### src/rtl/mul_share_pkg.sv
// Shared types and the round-robin pick helper for the shared multiplier.
package mul_share_pkg;

    localparam int DEF_NREQ = 4;
    localparam int DEF_WS   = 16;
    localparam int DEF_LAT  = 2;
    localparam int NREQ_MAX = 8;

    typedef struct packed {
        logic                        vld;
        logic [$clog2(DEF_NREQ)-1:0] id;
        logic [DEF_WS-1:0]           a;
        logic [DEF_WS-1:0]           b;
    } stage_t;

    // One-hot grant of the first set bit after 'last', wrapping modulo n.
    function automatic logic [NREQ_MAX-1:0] rr_pick(
        input logic [NREQ_MAX-1:0] req,
        input int                  n,
        input int                  last
    );
        logic [NREQ_MAX-1:0] g;
        int                  idx;
        g = '0;
        for (int k = 1; k <= NREQ_MAX; k++) begin
            idx = (last + k) % n;
            if (k <= n && g == '0 && req[idx]) g[idx] = 1'b1;
        end
        return g;
    endfunction

endpackage

### src/rtl/mul_share_pipe.sv
// LAT-deep unsigned multiplier pipe carrying a valid/id sideband; hold freezes it.
// Exposes stage valids only when MUL_SHARE_ARB_ASSERT_EN is defined.
module mul_share_pipe
    import mul_share_pkg::*;
#(
    parameter int IW  = 2,
    parameter int WS  = DEF_WS,
    parameter int WL  = 32,
    parameter int LAT = DEF_LAT
) (
    input  logic          clk,
    input  logic          rst,
    input  logic          hold,
    input  logic          in_vld,
    input  logic [IW-1:0] in_id,
    input  logic [WS-1:0] in_a,
    input  logic [WS-1:0] in_b,
    output logic          out_vld,
    output logic [IW-1:0] out_id,
`ifdef MUL_SHARE_ARB_ASSERT_EN
    output logic [LAT-1:0] stage_vld,
`endif
    output logic [WL-1:0] out_data
);

    logic [LAT-1:0] vld;
    logic [IW-1:0]  id [LAT];
    logic [WL-1:0]  p  [LAT];

    // Products only move with a valid op, so the last stage keeps the last result.
    always_ff @(posedge clk or posedge rst) begin
        if (rst) begin
            vld <= '0;
            for (int k = 0; k < LAT; k++) begin
                id[k] <= '0;
                p[k]  <= '0;
            end
        end else if (!hold) begin
            vld[0] <= in_vld;
            id[0]  <= in_id;
            if (in_vld) p[0] <= WL'(in_a) * WL'(in_b);
            for (int k = 1; k < LAT; k++) begin
                vld[k] <= vld[k-1];
                id[k]  <= id[k-1];
                if (vld[k-1]) p[k] <= p[k-1];
            end
        end
    end

    assign out_vld  = vld[LAT-1];
    assign out_id   = id[LAT-1];
    assign out_data = p[LAT-1];

`ifdef MUL_SHARE_ARB_ASSERT_EN
    assign stage_vld = vld;
`endif

endmodule

### src/rtl/mul_share_arb.sv
// Round-robin front end sharing one pipelined multiplier among NREQ requesters.
// Define MUL_SHARE_ARB_ASSERT_EN to elaborate embedded checks and a shadow multiplier.
module mul_share_arb
    import mul_share_pkg::*;
#(
    parameter int NREQ = DEF_NREQ,
    parameter int WS   = DEF_WS,
    parameter int WL   = 32,
    parameter int LAT  = DEF_LAT
) (
    input  logic                       clk,
    input  logic                       rst,
    input  logic                       hold,
    input  logic [NREQ-1:0]            req_valid,
    input  logic [NREQ*WS-1:0]         req_a,
    input  logic [NREQ*WS-1:0]         req_b,
    output logic [NREQ-1:0]            req_ready,
    output logic [NREQ-1:0]            rsp_valid,
    output logic [WL-1:0]              rsp_data,
    output logic [$clog2(LAT+1)-1:0]   inflight,
    output logic                       busy
);

    localparam int IW = $clog2(NREQ);
    localparam int CW = $clog2(LAT+1);

    logic [IW-1:0]       rr_last;
    logic [IW-1:0]       gid;
    logic [NREQ_MAX-1:0] req_pad;
    logic [NREQ_MAX-1:0] pick;
    logic                issue;
    logic [WS-1:0]       ga;
    logic [WS-1:0]       gb;
    logic                out_vld;
    logic [IW-1:0]       out_id;
`ifdef MUL_SHARE_ARB_ASSERT_EN
    logic [LAT-1:0]      stage_vld;
`endif

    always_comb begin
        req_pad            = '0;
        req_pad[NREQ-1:0]  = req_valid;
        pick               = rr_pick(req_pad, NREQ, int'(rr_last));
        req_ready          = hold ? '0 : pick[NREQ-1:0];
        issue              = !hold && (|pick);
        gid                = '0;
        for (int i = 0; i < NREQ; i++) begin
            if (pick[i]) gid = IW'(i);
        end
        ga = req_a[gid*WS +: WS];
        gb = req_b[gid*WS +: WS];
    end

    always_ff @(posedge clk or posedge rst) begin
        if (rst) begin
            rr_last  <= IW'(NREQ-1);
            inflight <= '0;
        end else if (!hold) begin
            if (issue) rr_last <= gid;
            inflight <= inflight + CW'(issue) - CW'(out_vld);
        end
    end

    mul_share_pipe #(
        .IW  (IW),
        .WS  (WS),
        .WL  (WL),
        .LAT (LAT)
    ) u_pipe (
        .clk      (clk),
        .rst      (rst),
        .hold     (hold),
        .in_vld   (issue),
        .in_id    (gid),
        .in_a     (ga),
        .in_b     (gb),
        .out_vld  (out_vld),
        .out_id   (out_id),
`ifdef MUL_SHARE_ARB_ASSERT_EN
        .stage_vld(stage_vld),
`endif
        .out_data (rsp_data)
    );

    always_comb begin
        rsp_valid = '0;
        if (out_vld && !hold) rsp_valid[out_id] = 1'b1;
    end

    assign busy = (inflight != '0);

`ifdef MUL_SHARE_ARB_ASSERT_EN
    logic [WL-1:0] sh [LAT];

    always_ff @(posedge clk or posedge rst) begin
        if (rst) begin
            for (int k = 0; k < LAT; k++) sh[k] <= '0;
        end else if (!hold) begin
            sh[0] <= issue ? (WL'(ga) * WL'(gb)) : '0;
            for (int k = 1; k < LAT; k++) sh[k] <= sh[k-1];
        end
    end

    always @(posedge clk) begin
        if (!rst) begin
            assert ($onehot0(req_ready));
            assert ($onehot0(rsp_valid));
            assert (int'(inflight) <= LAT);
            assert (int'(inflight) == $countones(stage_vld));
            assert ((req_ready & ~req_valid) == '0);
            assert (rsp_valid == '0 || sh[LAT-1] == rsp_data);
        end
    end
`endif

endmodule
### config.mk
export PLATFORM = sky130hd
export DESIGN_NAME = mul_share_arb
export DESIGN_NICKNAME = d
export VERILOG_FILES = /design/src/rtl/mul_share_pkg.sv /design/src/rtl/mul_share_pipe.sv /design/src/rtl/mul_share_arb.sv
export SDC_FILE = /design/constraint.sdc
export NUM_CORES = 1
export LEC_CHECK = 0
export ABC_CLOCK_PERIOD_IN_PS = 18400
export CAP_MARGIN = 30
export CORE_MARGIN = 8
export CORE_UTILIZATION = 44
export CTS_CLUSTER_DIAMETER = 100
export CTS_CLUSTER_SIZE = 40
export DETAILED_ROUTE_END_ITERATION = 6
export MAX_ROUTING_LAYER = met4
export PLACE_DENSITY = 0.66
export SYNTH_ARGS = -nofsm -noshare
export SYNTH_HDL_FRONTEND = slang
export SYNTH_SLANG_ARGS = --single-unit
export TNS_END_PERCENT = 100
### constraint.sdc
create_clock -name clk -period 18.4 [get_ports clk]
set_input_delay 2.76 -clock clk [delete_from_list [all_inputs] [get_ports clk]]
set_output_delay 2.76 -clock clk [all_outputs]
set_load 0.03 [all_outputs]
==> results.yml, run 1 <==
timing:
  rsz0062_at_grt: "false"
  max_freq_mhz: 84.6
  tightest_slew_ps: 843
  skew_ps: 12.0
  fin_crit_ps: 11830
  slew_headroom_pct: 43.8
  slew_violations: 0
  hold_viol: 0
  fin_tns_setup_ps: 0
  post-route-period-util_pct: 64.3
  setup_viol: 0
route:
  drt-pass1-iter-count: 4
  vias: 10253
  drc: 0
  drt-initial-drc-count: 537
  wl_per_cell_um: 18.3
  postRouteAntennaNets: 0
  drt-total-wl_um: 35100
  vias_per_cell: 5.33
synth:
  synth_cell_type_count: 73
  synth_fp_nets: 1864
  synth_xor_area_share_pct: 1.88
  synth.area.mux_share_pct: 6.32
  synth_top_area_cell: "fa_1"
  yosysSeqAreaShare_pct: 14.2
  synth_compound_area_share_pct: 12.0
  syn-instance-count: 1421
  yosys.area_share.adder_pct: 40.8
  synth_edf_count: 0
  ys_seq_elements: 74
  synth_area_per_cell_sq_um: 9.17
  yosys.area_share.simple_pct: 13.3
  yosysTopAreaCellShare_pct: 29.8
  synth-main-ff-cell: "dfrtp_1"
  yosysWarnings: 0
  synthArstFlopShare_pct: 100
  netlist_area_sq_um: 13000
  synth.area.top_cells: "fa_1 (30%), dfrtp_1 (14%), ha_1 (11%)"
  synth_top_family_by_area: "adder cells"
cts:
  postCtsSetupRepairBufs: 0
  cts_tree: "built"
  cts_resized: 0
  numCtsBuffers: 9
  clock_sinks: 74
  insertion_delay_ps: 340
  ctsRootBufferMaster: "clkbuf_16"
  cts_buffer_depth: 2
  cts_hold_buffers: 0
  clk_pin_slew_ps: 60
  htree_levels: 3
setup_path:
  end_kind: "register"
  cp-start-kind: "primary input"
  rrSetupSlack_ps: 8410
  path_class: "in2reg"
  crit_fanout: 35
  rr_startpoint: "rr_last[0]$_DFFE_PP1P_"
  r2r_cells: 31
  cp_slowest_cell: "mux4_2"
  path_common_cell: "fa_1"
  crit_arrival_ps: 12070
  r2r-end: "u_pipe.p[61]$_DFFE_PP0P_"
  crit_required_ps: 18650
  cpPeakStageDelay_ps: 620
worst_hold_path:
  hold_path_class: "reg2reg"
  min_to: "u_pipe.p[40]$_DFFE_PP0P_"
  hold_depth: 2
  hp-start: "u_pipe.p[40]$_DFFE_PP0P_"
status:
  status: "finished, final reports clean"
die:
  fp.dieH_um: 188
  core_area_sq_um: 29400
  start_util_pct: 44.3
  rows: 63
  dieWidth_um: 188
  io_pins: 178
  die_area_sq_um: 35400
global_routing:
  antenna_found_initial: 0
  grt_max_degree: 94
  gr-total-overflow: 0
  grtUsageTotal_pct: 20.5
  grt_pass1_wl_um: 56600
  grt_pass1_vias: 10866
cells_and_area:
  fin_nets: 1972
  nFillCells: 2731
  drive_gt1_share_pct: 7.70
  antennaDiodeCount: 0
  area_growth_pct: 15.6
run:
  maxCapViolCount: 0
placed_design:
  dpl.hpwl_um: 29100
  port_buffers: 177
  gp_congestion: 0.896
[synthesized netlist by cell type, drive strengths merged, types with 2 or more instances]
master,instances
a211oi,37
a21bo,2
a21boi,4
a21o,33
a21oi,55
a221o,2
a221oi,2
a22o,2
a31o,3
and2,10
buf,82
clkbuf,8
dfrtp,72
dfstp,2
fa,194
ha,114
inv,225
mux2,36
mux2i,32
mux4,4
nand2,180
nand2b,10
nand3,6
nand3b,2
nand4,2
nor2,164
nor2b,9
nor3,5
nor3b,2
nor4bb,2
o21a,2
o21ai,46
o21bai,8
o311ai,2
o31a,2
o31ai,5
or2,9
or3,4
xnor2,17
xor2,11
[kinds of logic after synthesis]
kind of cell / after synthesis
compound gates: 213
xor+xnor: 28
fa+ha+maj: 308
buf+inv: 315
flops: 74
mux: 72
simple gates: 411
[worst max-delay path by stage]
stage | start | endpoint | slack [ps] | cells after the start
final | req_valid[2] | u_pipe.p[61]$_DFFE_PP0P_ | 6570 | 30
after global routing | req_valid[3] | u_pipe.p[60]$_DFFE_PP0P_ | 6010 | 32
after CTS | req_valid[2] | u_pipe.p[61]$_DFFE_PP0P_ | 6530 | 30
after detailed placement | req_valid[2] | u_pipe.p[61]$_DFFE_PP0P_ | 6220 | 30
after global placement | req_valid[2] | u_pipe.p[61]$_DFFE_PP0P_ | 6350 | 30
after floorplan | req_valid[2] | u_pipe.p[61]$_DFFE_PP0P_ | 8170 | 32
[through the flow]
step	util (%)	hold WS, ps	cell area (sq um)	setup slack (ps)	instances
2_1_floorplan	-	435	13000	8170	1421
3_3_place_gp	50.0	455	14700	6350	1906
3_5_place_dp	50.0	458	14700	6220	1906
4_1_cts	51.0	472	15000	6530	1921
5_1_grt	51.2	496	15100	6010	1923
6_report	51.2	467	15100	6570	1923
[cell type report]
cell class,count,area (sq um),share of cell area [%]
multi-input cells,1032,9700,64.4
repair buffers,187,1890,12.5
flip-flops and latches,74,1850,12.3
inverters,225,846,5.62
well taps,390,488,3.24
clock buffers,9,225,1.50
clock inverters,6,67.6,0.449
[layout by cell type, fill, tap and decap left out, types with 15 or more instances in the layout]
cell	Yosys	routed
a211oi_1	24	24
a21o_1	28	28
a21oi_1	38	38
a21oi_2	15	15
clkdlybuf4s50_1	0	177
dfrtp_1	72	72
fa_1	194	194
ha_1	114	114
inv_1	225	224
mux2_2	36	36
mux2i_1	32	32
nand2_1	180	180
nor2_1	163	163
o21ai_0	44	44
xnor2_1	17	17
[flip-flops by register name, summed over array words and instances, names as in the netlist]
register,flops
inflight,2
rr_last,2
u_pipe.id,2
u_pipe.out_data,32
u_pipe.out_id,2
u_pipe.p,32
u_pipe.vld,2
[layer usage]
layer / track usage (%) / up-vias / wire, um
met5: - / - / 0
met4: 7.39 / 0 / 1180
met3: 3.70 / 78 / 2120
met2: 35.4 / 318 / 18100
met1: 23.5 / 5135 / 13700
li1: - / 4722 / -
[worst max-delay path: cells and delay by family]
family                   cells  cell delay (ps)
adder cells (fa/ha/maj)      7             3440
AO/OA/AOI/OAI               10             2800
AND/OR/NAND/NOR              6             1110
buffers and inverters        5             1100
multiplexers                 2              820
Power of run 1 is not shown: default switching activity piles up to over one toggle a cycle in this logic, so the estimate is an artifact.
==> run 2: changes to the inputs <==
--- a/config.mk
+++ b/config.mk
@@ -5,7 +5,7 @@
 export SDC_FILE = /design/constraint.sdc
 export NUM_CORES = 1
 export LEC_CHECK = 0
-export ABC_CLOCK_PERIOD_IN_PS = 18400
+export ABC_CLOCK_PERIOD_IN_PS = 11300
 export CAP_MARGIN = 30
 export CORE_MARGIN = 8
 export CORE_UTILIZATION = 44
==> constraint.sdc (replaced) <==
create_clock -name clk -period 11.3 [get_ports clk]
set_input_delay 1.695 -clock clk [delete_from_list [all_inputs] [get_ports clk]]
set_output_delay 1.695 -clock clk [all_outputs]
set_load 0.03 [all_outputs]
==> results.yml, run 2 (same netlist as run 1, synthesis figures left out) <==
global_routing:
  grt_pass1_wl_um: 57100
  gr-total-overflow: 0
  grt_pass1_vias: 10506
  grtUsageTotal_pct: 20.9
  antenna_found_initial: 0
  grt_max_degree: 75
cells_and_area:
  final_common_cell: "inv_1"
  layout_common_cells: "inv_1 (224), fa_1 (194), nand2_1 (180)"
  area_growth_pct: 17.3
  fin_cells: 1951
  antennaDiodeCount: 0
  fin_nets: 1999
  drive_gt1_share_pct: 9.35
route:
  vias: 10324
  drt-total-wl_um: 36200
  wl_per_cell_um: 18.5
  drc: 0
  postRouteAntennaNets: 0
  drt-initial-drc-count: 713
  drt-pass1-iter-count: 7
  vias_per_cell: 5.29
cts:
  cts_tree: "built"
  ctsRootBufferMaster: "clkbuf_16"
  clk_pin_slew_ps: 60
  htree_levels: 3
  clock_sinks: 74
  cts_hold_buffers: 0
  cts_buffer_depth: 2
  insertion_delay_ps: 340
  postCtsSetupRepairBufs: 0
  numCtsBuffers: 9
  cts_resized: 0
placed_design:
  dpl.hpwl_um: 30300
  gp_congestion: 0.917
  dp.cells: 1934
  port_buffers: 177
setup_path:
  crit_arrival_ps: 10910
  crit_required_ps: 11550
  path_common_cell: "fa_1"
  cp_slowest_cell: "a221oi_4"
  cp-start-kind: "primary input"
  path_class: "in2reg"
  end_kind: "register"
  cpPeakStageDelay_ps: 870
  rrSetupSlack_ps: 1440
  crit_fanout: 25
worst_hold_path:
  hold_path_class: "reg2reg"
timing:
  skew_ps: 11.7
  slew_headroom_pct: 32.9
  slew_violations: 0
  tightest_slew_ps: 1010
  setup_viol: 0
  max_freq_mhz: 93.8
  rsz0062_at_grt: "false"
  post-route-period-util_pct: 94.4
  hold_viol: 0
  fin_tns_setup_ps: 0
  fin_crit_ps: 10660
run:
  maxCapViolCount: 0
die:
  io_pins: 178
  die_area_sq_um: 35400
  dieWidth_um: 188
  core_area_sq_um: 29400
  start_util_pct: 44.3
  fp.dieH_um: 188
  rows: 63
status:
  status: "finished, final reports clean"
## run 2: cell types whose count changed in the layout (fill, tap and decap cells not counted), sizes merged
cell	change
inv	+3
clkinv	-1
buf	+27
clkinvlp	-1
## run 2: metal layers
layer  wire length (um)  track usage (%)  up-vias
met5                  0                -        -
met4               1360             7.03        0
met3               1860             2.90       82
li1                   -                -     4768
met1              14400             25.4     5139
met2              18500             35.5      335
## run 2: metrics by stage
stage	instance area [sq um]	util [%]	hold slack, ps	setup WS (ps)
global route	15300	52.0	502	47.2
detailed placement	14900	50.8	459	359
finish	15300	52.0	468	638
global placement	14900	50.8	456	526
floorplan	13000	-	435	2140
CTS	15200	51.9	474	679
## run 2: path summary, 6_finish.rpt
check / startpoint / cells past startpoint / endpoint
setup / recovery: req_valid[2] / 31 / u_pipe.p[61]$_DFFE_PP0P_
hold / removal: u_pipe.p[40]$_DFFE_PP0P_ / 2 / u_pipe.p[40]$_DFFE_PP0P_
setup reg to reg: rr_last[0]$_DFFE_PP1P_ / 32 / u_pipe.p[61]$_DFFE_PP0P_
hold reg to reg: u_pipe.p[40]$_DFFE_PP0P_ / 2 / u_pipe.p[40]$_DFFE_PP0P_
max in group asynchronous: rst / 4 / u_pipe.out_data[29]$_DFFE_PP0P_
min in group asynchronous: rst / 3 / u_pipe.out_data[8]$_DFFE_PP0P_
## run 2: critical path, delay by kind of cell
kind                       cells  cell delay, ps
adders and majority gates      7            3390
AOI/OAI and AO/OA              8            2650
and+or+nand+nor                9            1390
buffers and inverters          6            1140
muxes                          1             620
## run 2: cell type report
type	instances	area, sq um
Inverter	225	846
Timing Repair Buffer	214	2080
Clock buffer	9	225
Clock inverter	7	83.8
Tap cell	390	488
Fill cell	2740	14100
Sequential cell	74	1850
Multi-Input combinational cell	1032	9700
Power of run 2 is left out for the same reason.
==> edit, RTL diff (settings of run 2) <==
Change the package constant `DEF_NREQ` from 4 to 8.
--- a/src/rtl/mul_share_pkg.sv
+++ b/src/rtl/mul_share_pkg.sv
@@ -2,5 +2,5 @@
 package mul_share_pkg;
 
-    localparam int DEF_NREQ = 4;
+    localparam int DEF_NREQ = 8;
     localparam int DEF_WS   = 16;
     localparam int DEF_LAT  = 2;
Interface: changed (5 resized); port bits go from 178 to 318. No check against the original RTL was run, so the function may have changed too.
==> edit against run 2 <==
- the flow now finishes with violations (setup timing)
- cell area grew 52%
- maximum frequency shrank 10%
- sequential cell count grew 3
- worst setup slack lost 1.2 ns
- synthesized area grew 22%
- register-to-register slack lost 1.5 ns
- wire length grew 45%
- clock skew shrank 0.0036 ns
- worst hold slack gained 0.012 ns
- largest cell class unchanged
Power is left out: the tool's default activity adds up to more than one toggle a clock period on the data nets, which glitch-free logic cannot reach.
==> edit: results (changes against run 2) <==
outcome -> finished, violations left
failing checks -> setup timing
synth top area cells -> fa_1 25%, mux2i_1 12%, dfrtp_1 12%
Detailed Route Iter0 Violations -> 680 (-4.6%)
first-pass GRT wire length -> 80,900 µm (+42%)
ys async rst share -> 1.00 (unchanged)
# diodes -> 0 (unchanged)
Setup TNS -> -4.95 ns (-4.95 ns)
crit path max fanout -> 6 (-76%)
adder-cell share of the synthesized area -> 0.334 (-0.0739)
Crit path arrival time -> 12.10 ns (+1.19 ns)
FILL cells -> 2,944 (+7.4%)
vias in the first global route -> 15,116 (+44%)
Tightest Pin Transition -> 0.680 ns (-0.327 ns)
HPWL after DPL -> 43,400 µm (+44%)
postcts setup bufs -> 22 (+22)
overall global routing resource usage -> 0.246 (+0.0368)
Cell variety after synth -> 82 (+12%)
Final WS setup -> -0.602 ns (-1.24 ns)
synth warn -> 0 (unchanged)
Post-Synth XOR/XNOR Area -> 0.0213 (+0.00243)
Max Clock Skew -> 0.00806 ns (-0.00363 ns)
Clk pin slew, worst setup/hold paths -> 0.06 ns (about the same)
vias -> 14,267 (+38%)
post-synthesis compound-gate area fraction -> 0.0727 (-0.0471)
worst-skew pair later-pin latency -> 0.33 ns
Hold Crit Class -> reg -> reg
# port buffers -> 317 (+79%)
Clock Path Buffers -> 2 (unchanged)
Slowest-stage cell, CP -> fa_1
Final setup viols -> 12 (+12)
CTS buffer count -> 9 (unchanged)
Clock Root Buffer -> clkbuf_16
syn nets -> 2,252 (+21%)
CP top delay family -> adder cells
Main synth FF type -> dfrtp_1
slowest cell delay on critical path -> 0.56 ns (-0.31 ns)
post-synthesis sequential area ratio -> 0.122 (-0.0204)
largest net degree at the start of global routing -> 78 (+4.0%)
DP Area -> 21,200 µm² (+42%)
Initial DRT Pass Iterations -> 5 (-2)
NumNets Final -> 2,810 (+41%)
Post-synth top cells -> 241 x inv_1, 201 x nand2_1, 194 x fa_1, 194 x mux2i_1, 125 x and2_1
share of cells above drive strength 1 -> 0.288 (+0.194)
routability-driven placement congestion ratio -> 0.941 (+2.6%)
post-synthesis mux area share -> 0.200 (+0.137)
post-CTS sizing -> 159 (+159)
WL per Instance -> 19.5 µm (+4.9%)
==> edit: path summary, 6_finish.rpt <==
kind                                               start                        to  slack [ns]  cells past startpoint
worst max-delay path                        req_valid[4]  u_pipe.p[62]$_DFFE_PP0P_       -0.60                     45
worst min-delay path            u_pipe.p[39]$_DFFE_PP0P_  u_pipe.p[39]$_DFFE_PP0P_        0.48                      2
worst max register to register    rr_last[0]$_DFFE_PP1P_  u_pipe.p[62]$_DFFE_PP0P_       -0.06                     45
worst min register to register  u_pipe.p[39]$_DFFE_PP0P_  u_pipe.p[39]$_DFFE_PP0P_        0.48                      2
max in group asynchronous                            rst    rr_last[0]$_DFFE_PP1P_        9.11                      4
min in group asynchronous                            rst  u_pipe.p[60]$_DFFE_PP0P_        1.62                      3
==> edit: worst min-delay path, stage by stage (launching register included) <==
cell	delay, ns
dfrtp_1	0.34
nand2_1	0.04
o21ai_0	0.06
==> edit: stage by stage <==
stage | setup slack [ns] | util | cells
after global routing | -0.969 | 0.653 | 2703
after detailed placement | -1.50 | 0.598 | 2624
final | -0.602 | 0.653 | 2703
after global placement | -1.38 | 0.598 | 2624
after floorplan | -0.213 | - | 1679
after CTS | -0.667 | 0.629 | 2666
==> edit: layout make-up <==
class	count	area, µm²	share of cell area
sequential	77	1930	0.0833
clock buffer	11	253	0.0109
tap	461	577	0.0249
clock inverter	5	56.3	0.00243
inverter	242	912	0.0394
multi-input combinational	1245	13300	0.574
timing repair buffer	662	6150	0.266
==> edit: routing by layer <==
layer  global-route usage  wire length, µm  vias to the layer above
met4               0.0544             1060                        0
li1                     -                -                     6610
met1                0.300            20700                     7171
met2                0.436            28200                      407
met5                    -                0                        -
met3               0.0239             2570                       79
